<file path="src/rtl/fpu_issue_arbiter.sv">
// Two-requester FPU issue arbiter with credit-based response FIFOs and tag checking.
// Define FPU_ISSUE_ARBITER_FIXED_PRIORITY_EN to make requester 0 win every tie.
module fpu_issue_arbiter #(
    parameter int LATENCY = 4,
    parameter int CREDITS = 2
) (
    input  logic        clk,
    input  logic        reset,
    input  logic [1:0]  req_valid,
    output logic [1:0]  req_ready,
    input  logic [7:0]  req_op,
    input  logic [63:0] req_a,
    input  logic [63:0] req_b,
    output logic        fpu_valid,
    output logic [3:0]  fpu_op,
    output logic [31:0] fpu_a,
    output logic [31:0] fpu_b,
    input  logic        fpu_result_valid,
    input  logic [31:0] fpu_result,
    output logic [1:0]  resp_valid,
    input  logic [1:0]  resp_ready,
    output logic [63:0] resp_data,
    output logic        err
);
    localparam logic [2:0] LP_CRED = 3'(CREDITS);
    localparam logic [1:0] LP_LAST = 2'(CREDITS - 1);

    logic [1:0]         w_elig;
    logic [1:0]         w_gnt;
    logic [1:0]         w_pop;
    logic [1:0]         w_push;
    logic               w_gid;
    logic               w_tail_v;
    logic               w_tail_id;

    logic [2:0]         r_credit [2];
    logic               r_fpu_valid;
    logic               r_fpu_id;
    logic [3:0]         r_fpu_op;
    logic [31:0]        r_fpu_a;
    logic [31:0]        r_fpu_b;
    logic [LATENCY-1:0] r_tag_v;
    logic [LATENCY-1:0] r_tag_id;
    logic [31:0]        r_mem [2][4];
    logic [1:0]         r_wp [2];
    logic [1:0]         r_rp [2];
    logic [2:0]         r_cnt [2];
    logic               r_err;

    always_comb begin
        w_elig = 2'b00;
        for (int i = 0; i < 2; i++) begin
            w_elig[i] = req_valid[i] && (r_credit[i] != 3'd0);
        end
    end

`ifdef FPU_ISSUE_ARBITER_FIXED_PRIORITY_EN
    always_comb begin
        w_gnt = 2'b00;
        if (w_elig[0]) begin
            w_gnt = 2'b01;
        end else if (w_elig[1]) begin
            w_gnt = 2'b10;
        end
    end
`else
    logic r_last;

    // On a tie, grant whichever requester was not granted last.
    always_comb begin
        w_gnt = w_elig;
        if (&w_elig) begin
            w_gnt = r_last ? 2'b01 : 2'b10;
        end
    end

    always_ff @(posedge clk or posedge reset) begin
        if (reset) begin
            r_last <= 1'b1;
        end else if (|w_gnt) begin
            r_last <= w_gnt[1];
        end
    end
`endif

    assign w_gid     = w_gnt[1];
    assign req_ready = w_gnt;

    assign w_tail_v  = r_tag_v[LATENCY-1];
    assign w_tail_id = r_tag_id[LATENCY-1];

    assign w_push[0] = fpu_result_valid & w_tail_v & ~w_tail_id;
    assign w_push[1] = fpu_result_valid & w_tail_v & w_tail_id;

    assign resp_valid[0] = (r_cnt[0] != 3'd0);
    assign resp_valid[1] = (r_cnt[1] != 3'd0);
    assign w_pop         = resp_valid & resp_ready;
    assign resp_data     = {r_mem[1][r_rp[1]], r_mem[0][r_rp[0]]};

    assign fpu_valid = r_fpu_valid;
    assign fpu_op    = r_fpu_op;
    assign fpu_a     = r_fpu_a;
    assign fpu_b     = r_fpu_b;
    assign err       = r_err;

    always_ff @(posedge clk or posedge reset) begin
        if (reset) begin
            r_fpu_valid <= 1'b0;
            r_fpu_id    <= 1'b0;
            r_fpu_op    <= 4'd0;
            r_fpu_a     <= 32'd0;
            r_fpu_b     <= 32'd0;
            r_tag_v     <= '0;
            r_tag_id    <= '0;
            r_err       <= 1'b0;
        end else begin
            r_fpu_valid <= |w_gnt;
            if (|w_gnt) begin
                r_fpu_id <= w_gid;
                r_fpu_op <= w_gid ? req_op[7:4] : req_op[3:0];
                r_fpu_a  <= w_gid ? req_a[63:32] : req_a[31:0];
                r_fpu_b  <= w_gid ? req_b[63:32] : req_b[31:0];
            end
            // Tag pipe trails the issue register so the tail lines up with the result.
            r_tag_v[0]  <= r_fpu_valid;
            r_tag_id[0] <= r_fpu_id;
            for (int k = 1; k < LATENCY; k++) begin
                r_tag_v[k]  <= r_tag_v[k-1];
                r_tag_id[k] <= r_tag_id[k-1];
            end
            r_err <= r_err | (fpu_result_valid ^ w_tail_v);
        end
    end

    always_ff @(posedge clk or posedge reset) begin
        if (reset) begin
            for (int i = 0; i < 2; i++) begin
                r_credit[i] <= LP_CRED;
                r_wp[i]     <= 2'd0;
                r_rp[i]     <= 2'd0;
                r_cnt[i]    <= 3'd0;
            end
        end else begin
            for (int i = 0; i < 2; i++) begin
                if (w_push[i]) begin
                    r_wp[i] <= (r_wp[i] == LP_LAST) ? 2'd0 : r_wp[i] + 2'd1;
                end
                if (w_pop[i]) begin
                    r_rp[i] <= (r_rp[i] == LP_LAST) ? 2'd0 : r_rp[i] + 2'd1;
                end
                case ({w_push[i], w_pop[i]})
                    2'b10:   r_cnt[i] <= r_cnt[i] + 3'd1;
                    2'b01:   r_cnt[i] <= r_cnt[i] - 3'd1;
                    default: r_cnt[i] <= r_cnt[i];
                endcase
                case ({w_gnt[i], w_pop[i]})
                    2'b10:   r_credit[i] <= r_credit[i] - 3'd1;
                    2'b01:   r_credit[i] <= r_credit[i] + 3'd1;
                    default: r_credit[i] <= r_credit[i];
                endcase
            end
        end
    end

    always_ff @(posedge clk) begin
        for (int i = 0; i < 2; i++) begin
            if (w_push[i]) begin
                r_mem[i][r_wp[i]] <= fpu_result;
            end
        end
    end

endmodule

</file>
<file path="config.mk">
export PLATFORM = sky130hd
export DESIGN_NAME = fpu_issue_arbiter
export DESIGN_NICKNAME = d
export VERILOG_FILES = /design/src/rtl/fpu_issue_arbiter.sv
export SDC_FILE = /design/constraint.sdc
export NUM_CORES = 1
export LEC_CHECK = 0
export ABC_AREA = 1
export BUFFER_PORTS_ARGS = -buffer_cell sky130_fd_sc_hd__buf_2
export CAP_MARGIN = 20
export CORE_MARGIN = 2
export CORE_UTILIZATION = 40
export CTS_CLUSTER_SIZE = 14
export DETAILED_ROUTE_END_ITERATION = 10
export PLACE_DENSITY_LB_ADDON = 0.2
export SYNTH_ARGS = -nofsm -noshare
export SYNTH_HDL_FRONTEND = slang
export SYNTH_SLANG_ARGS = --single-unit
export TNS_END_PERCENT = 100
</file>
<file path="constraint.sdc">
create_clock -name clk -period 10.2 [get_ports clk]
set_clock_uncertainty 0.1 [all_clocks]
set_input_delay 2.04 -clock clk [delete_from_list [all_inputs] [get_ports clk]]
set_output_delay 2.04 -clock clk [all_outputs]
set_load 0.02 [all_outputs]
</file>
Word level (Yosys, flattened, before mapping):

Memory sizes are Yosys's and may differ from the RTL's.
Cells that the tools add are included.

* bitwise gates (word level): 11
* $add $sub $neg: 12
* mux-type cells: 30
* eq/ne operators: 12
* $lt $le $gt $ge: 6
* reduce and logical (&&, ||, !) cells: 15

Operators with widths (count)
* 128-bit 2-to-1 mux: 4
* 32-bit 2-to-1 mux: 8
* 32-bit binary-select mux with 2-bit select: 2
* 32-bit demux with 2-bit select: 2
* 128-bit OR reduction: 1
* 3-bit case mux with 2 select lines: 4
* 2-bit by 1-bit equality test with 1-bit output, second input constant: 8
* 3-bit by 1-bit adder with 3-bit output, second input constant: 4
* 3-bit >= comparator, second input constant: 4
* 2-bit 2-to-1 mux: 6
* 2-bit inverter with 3-bit output: 4
* 3-bit nonzero test: 4
* 3-bit by 1-bit subtractor with 3-bit output, second input constant: 4
* 2-bit by 1-bit adder with 2-bit output, second input constant: 4
* 2-bit equality test, second input constant: 4
* 2-bit nonzero test: 4
* 3-bit by 1-bit < comparator with 1-bit output, second input constant: 2
* 1-bit logical AND: 4
* 4-bit 2-to-1 mux: 1
* 1-bit bitwise AND: 3
* 1-bit 2-to-1 mux: 3
* 2-bit bitwise AND: 1
* 2-bit AND reduction: 1
* 2-bit OR reduction: 1
* other kinds (3): 3

* memories kept: 1
* logic and storage cells: 104
* output and inout bits: 138
* RAM bits: 256
* register bits: 100
* input port bits: 175

Memory list
* r_mem: words 2, width 128, rd ports 2, clocked after memory_dff 0, write ports 1, line 44 `logic [31:0] r_mem [2][4];`

Longest topological paths before layout:

* depth after elaboration: 8
* gate-level depth with buffers: 12
* mapped depth without buffers: 11

Worst setup path before layout:

Ideal clock, no wire load.

* path kind: input port to flip-flop
* start point: input port fpu_result_valid
* end point: memory r_mem[0][100] (netlist name), enable pin
* setup slack: 4.935 ns
* path buffers: 0
* setup time: 0.461 ns
* arrival: 4.704 ns
* stages on the path: 5
* data required time: 9.639 ns
* cells stage by stage: ha_1 inv_1 nor2_1 inv_1 nor3_1

* cells in the longest elaborated chain, start to end: 6
* elaborated cells between the ends (all ways): 10
* those cells by class: mux (6); bitwise (3); reduce/logical (1)

Ends and longest elaborated chain
* from (decl): line 18 `input logic fpu_result_valid,`
* 1-bit bitwise AND (*): line 92, 93
* 1-bit bitwise AND: line 93 `assign w_push[1] = fpu_result_valid & w_tail_v & w_tail_id;`
* 1-bit 2-to-1 mux: line 167 `if (w_push[i]) begin`
* 128-bit 2-to-1 mux (implied by the code): line 168 `r_mem[i][r_wp[i]] <= fpu_result;`
* 128-bit OR reduction (no line)
* 1-bit 2-to-1 mux (no line) or 128-bit 2-to-1 mux (tied branches)
* to (decl): line 44

Mark *: on every way between the ends. The rest lies on a longest branch, timed or not.

Worst setup path after layout:

* start point: input port req_valid[1]
* end point: output port req_ready[1]

* cells in the longest elaborated chain, start to end: 3

Ends and longest elaborated chain
* from (decl): line 9 `input logic [1:0] req_valid,`
* 1-bit logical AND (*): line 53 `w_elig[i] = req_valid[i] && (r_credit[i] != 3'd0);`
* 2-bit AND reduction: line 72 `if (&w_elig) begin`
* 2-bit 2-to-1 mux (*): line 72
* to (decl): line 10 `output logic [1:0] req_ready,`

Marked as above.

==> impl_results.md <==
- Cell count after synthesis: 1,264
- Syn_nets: 1,448
- Tmin final: 5.41 ns
- Post-CTS Setup Bufs: 0
- Status: complete, no violations
- Synth warnings: 0
- RSZ-0062 raised after global routing: false
- CTS max path bufs: 3
- Most common cell after layout, fill and taps aside: buf_2
- Placed instance count: 1,977
- Final core occ: 0.498
- Clock Pin Slew Worst Setup and Hold Paths: 0.05 ns
- Final count of negative-setup-slack endpoints: 0
- Max Fanout on Critical Path: 71
- Total gr overflow: 0
- Element type at the critical path start: input port
- Initial antenna violation count: 3
- Crit share post-route: 0.531
- CTS Sinks: 356
- I/O pin cnt: 313
- Final net count: 1,743
- Final Hold Viols: 0
- FMAX: 185 MHz
- Worst-Skew Late Latency: 0.52 ns
- Share of cells above drive strength 1: 0.261
- Die Y: 194 um
- Cell Area, Synth: 0.0145 mm2
- Worst VDD drop: 0.122 mV
- GRT Util Overall: 0.199
- WL/cell: 18.5 um
- First-pass iteration count of the detailed router: 6
- Number of port buffers: 312
- Final Max Slew Viols: 0
- DR iter-0 viols: 544
- Layout area overhead: 22.4%
- Fillers: 3,292
- Cts repair resizes: 0
- Cell taking the most area after synthesis: edfxtp_1
- HPWL Detailed: 23.5 mm
- Total core area: 0.0356 mm2
- Row Count: 69
- Crit path DAT: 3.27 ns
- H-tree Lvls: 2
- Crit end category: primary output
- Initial Utilization: 0.407
- DRC viols: 0
- Max cap viols: 0
- Vias per Instance: 5.09
- TritonCTS clock tree: built
- Average size of a mapped cell: 11.4 um2
- Die extent in x: 194 um
- GPL Wtd Cong: 0.830
- Number of synthesized register bits: 356
- Most frequent cells in the layout: buf_2, edfxtp_1, nand3_1, nor2_1, o21ai_0
- CTS Buf Count: 40
- Non-filler cells in the finished layout: 2,051
- Setup TNS: 0 ns
- Synth top area share: 0.531
- Worst setup path category: input port to primary output
- Wirelength, routed: 38.0 mm
- Die area: 0.0377 mm2
- Synth cell types: 30
- Pwr/cell area: 273 mW/mm2
- Largest cells by area after synthesis: edfxtp_1, dfrtp_1, nand3_1
- Vias in the first global route: 10.4k
- Total vias in the final route: 10.4k
- Pin count of the biggest net entering global routing: 103
- Worst slew pin tran: 1.04 ns
- Critical path required time: 8.06 ns
- Post-synthesis sequential area ratio: 0.704
- HP Class: register to register
- CTS root buf: clkbuf_16
- Antenna Nets Post-Route: 0
- Global-route wire length before repair: 59.0 mm
- Leakage: 0.00733 uW
- Cts hold-fix bufs: 0
- Rel. slew slack: 0.310
==> state kept, by name, indices dropped and copies added (netlist names) <==
name	cells
r_mem	256
fpu_a	32
fpu_b	32
r_cnt	6
r_credit	6
fpu_op	4
r_rp	4
r_tag_id	4
r_tag_v	4
r_wp	4
err	1
fpu_valid	1
r_fpu_id	1
r_last	1
==> per-stage QoR <==
stage	power (uW)	cell area (um2)	setup WS, ns	hold slack, ns
final	4840	17700	4.79	0.245
after global routing	5120	17700	4.67	0.255
after CTS	4890	17700	4.76	0.248
after detailed placement	3540	16500	4.76	0.236
after global placement	3520	16500	4.78	0.235
after floorplan	2970	14500	4.93	0.231
==> worst paths after layout <==
| kind | from | slack, ns | cells past startpoint | to |
|---|---|---|---|---|
| setup / recovery | req_valid[1] | 4.79 | 7 | req_ready[1] |
| hold / removal | r_tag_v[1] | 0.24 | 0 | r_tag_v[2] |
| setup reg to reg | r_credit[4] | 6.93 | 12 | r_credit[2] |
| hold reg to reg | r_tag_v[1] | 0.24 | 0 | r_tag_v[2] |
| max in group asynchronous | reset | 7.29 | 3 | fpu_a[3] |
| min in group asynchronous | reset | 1.46 | 2 | r_rp[1] |
==> per-layer routing <==
layer | track usage | share of wire | up-vias
met5 | 0 | 0.00034 | -
met4 | 0.0668 | 0.027 | 2
met3 | 0.0537 | 0.071 | 68
met2 | 0.335 | 0.48 | 332
met1 | 0.247 | 0.42 | 5022
li1 | - | - | 5007
==> worst max-delay path, cell delays in order <==
cell and delay, ns:
buf_2 0.09, inv_1 0.06, a21oi_4 0.10, buf_4 0.63, nand2_2 0.12, inv_1 0.08
buf_2 0.15
==> layout make-up <==
type	count	area, um2	share of cell area
Clock inverter	18	153	0.00861
Multi-Input combinational cell	732	3630	0.205
Sequential cell	356	10200	0.575
Timing Repair Buffer	334	1740	0.0982
Inverter	95	359	0.0203
Antenna cell	2	5.00	0.000282
Tap cell	461	577	0.0326
Clock buffer	53	1060	0.0598
==> power breakdown <==
| group | switching, uW | leakage (uW) | internal (uW) | total [uW] |
|---|---|---|---|---|
| Clock | 551 | 0.000597 | 782 | 1330 |
| Sequential | 117 | 0.00353 | 1810 | 1930 |
| Combinational | 1100 | 0.00321 | 470 | 1570 |
| Total | 1770 | 0.00733 | 3060 | 4840 |
==> cell usage after synthesis, drive strengths merged <==
library cell and instances:
nor2 207, or2 2, inv 95, mux2 2, nand2 82, nor3 2, xnor2 5, dfrtp 97
and2 2, xor2 6, nand3 208, clkbuf 31, o21a 1, ha 5, dfstp 3, a21oi 7
o22ai 64, fa 4, edfxtp 256, buf 50, o21ai 135
==> logic make-up (layout without fill, tap and decap cells) <==
kind of cell	count (synthesis)	count (layout)	share of synthesized area
AOI/OAI and AO/OA	207	207	0.0778
xor gates and xnor gates	11	11	0.00666
adders and majority gates	9	9	0.00986
buffers and inverters	176	500	0.0497
DFF	356	356	0.704
muxes	2	2	0.00156
other	0	2	0
and+or+nand+nor	503	503	0.150
No activity file was read; power rests on OpenSTA's default activity.
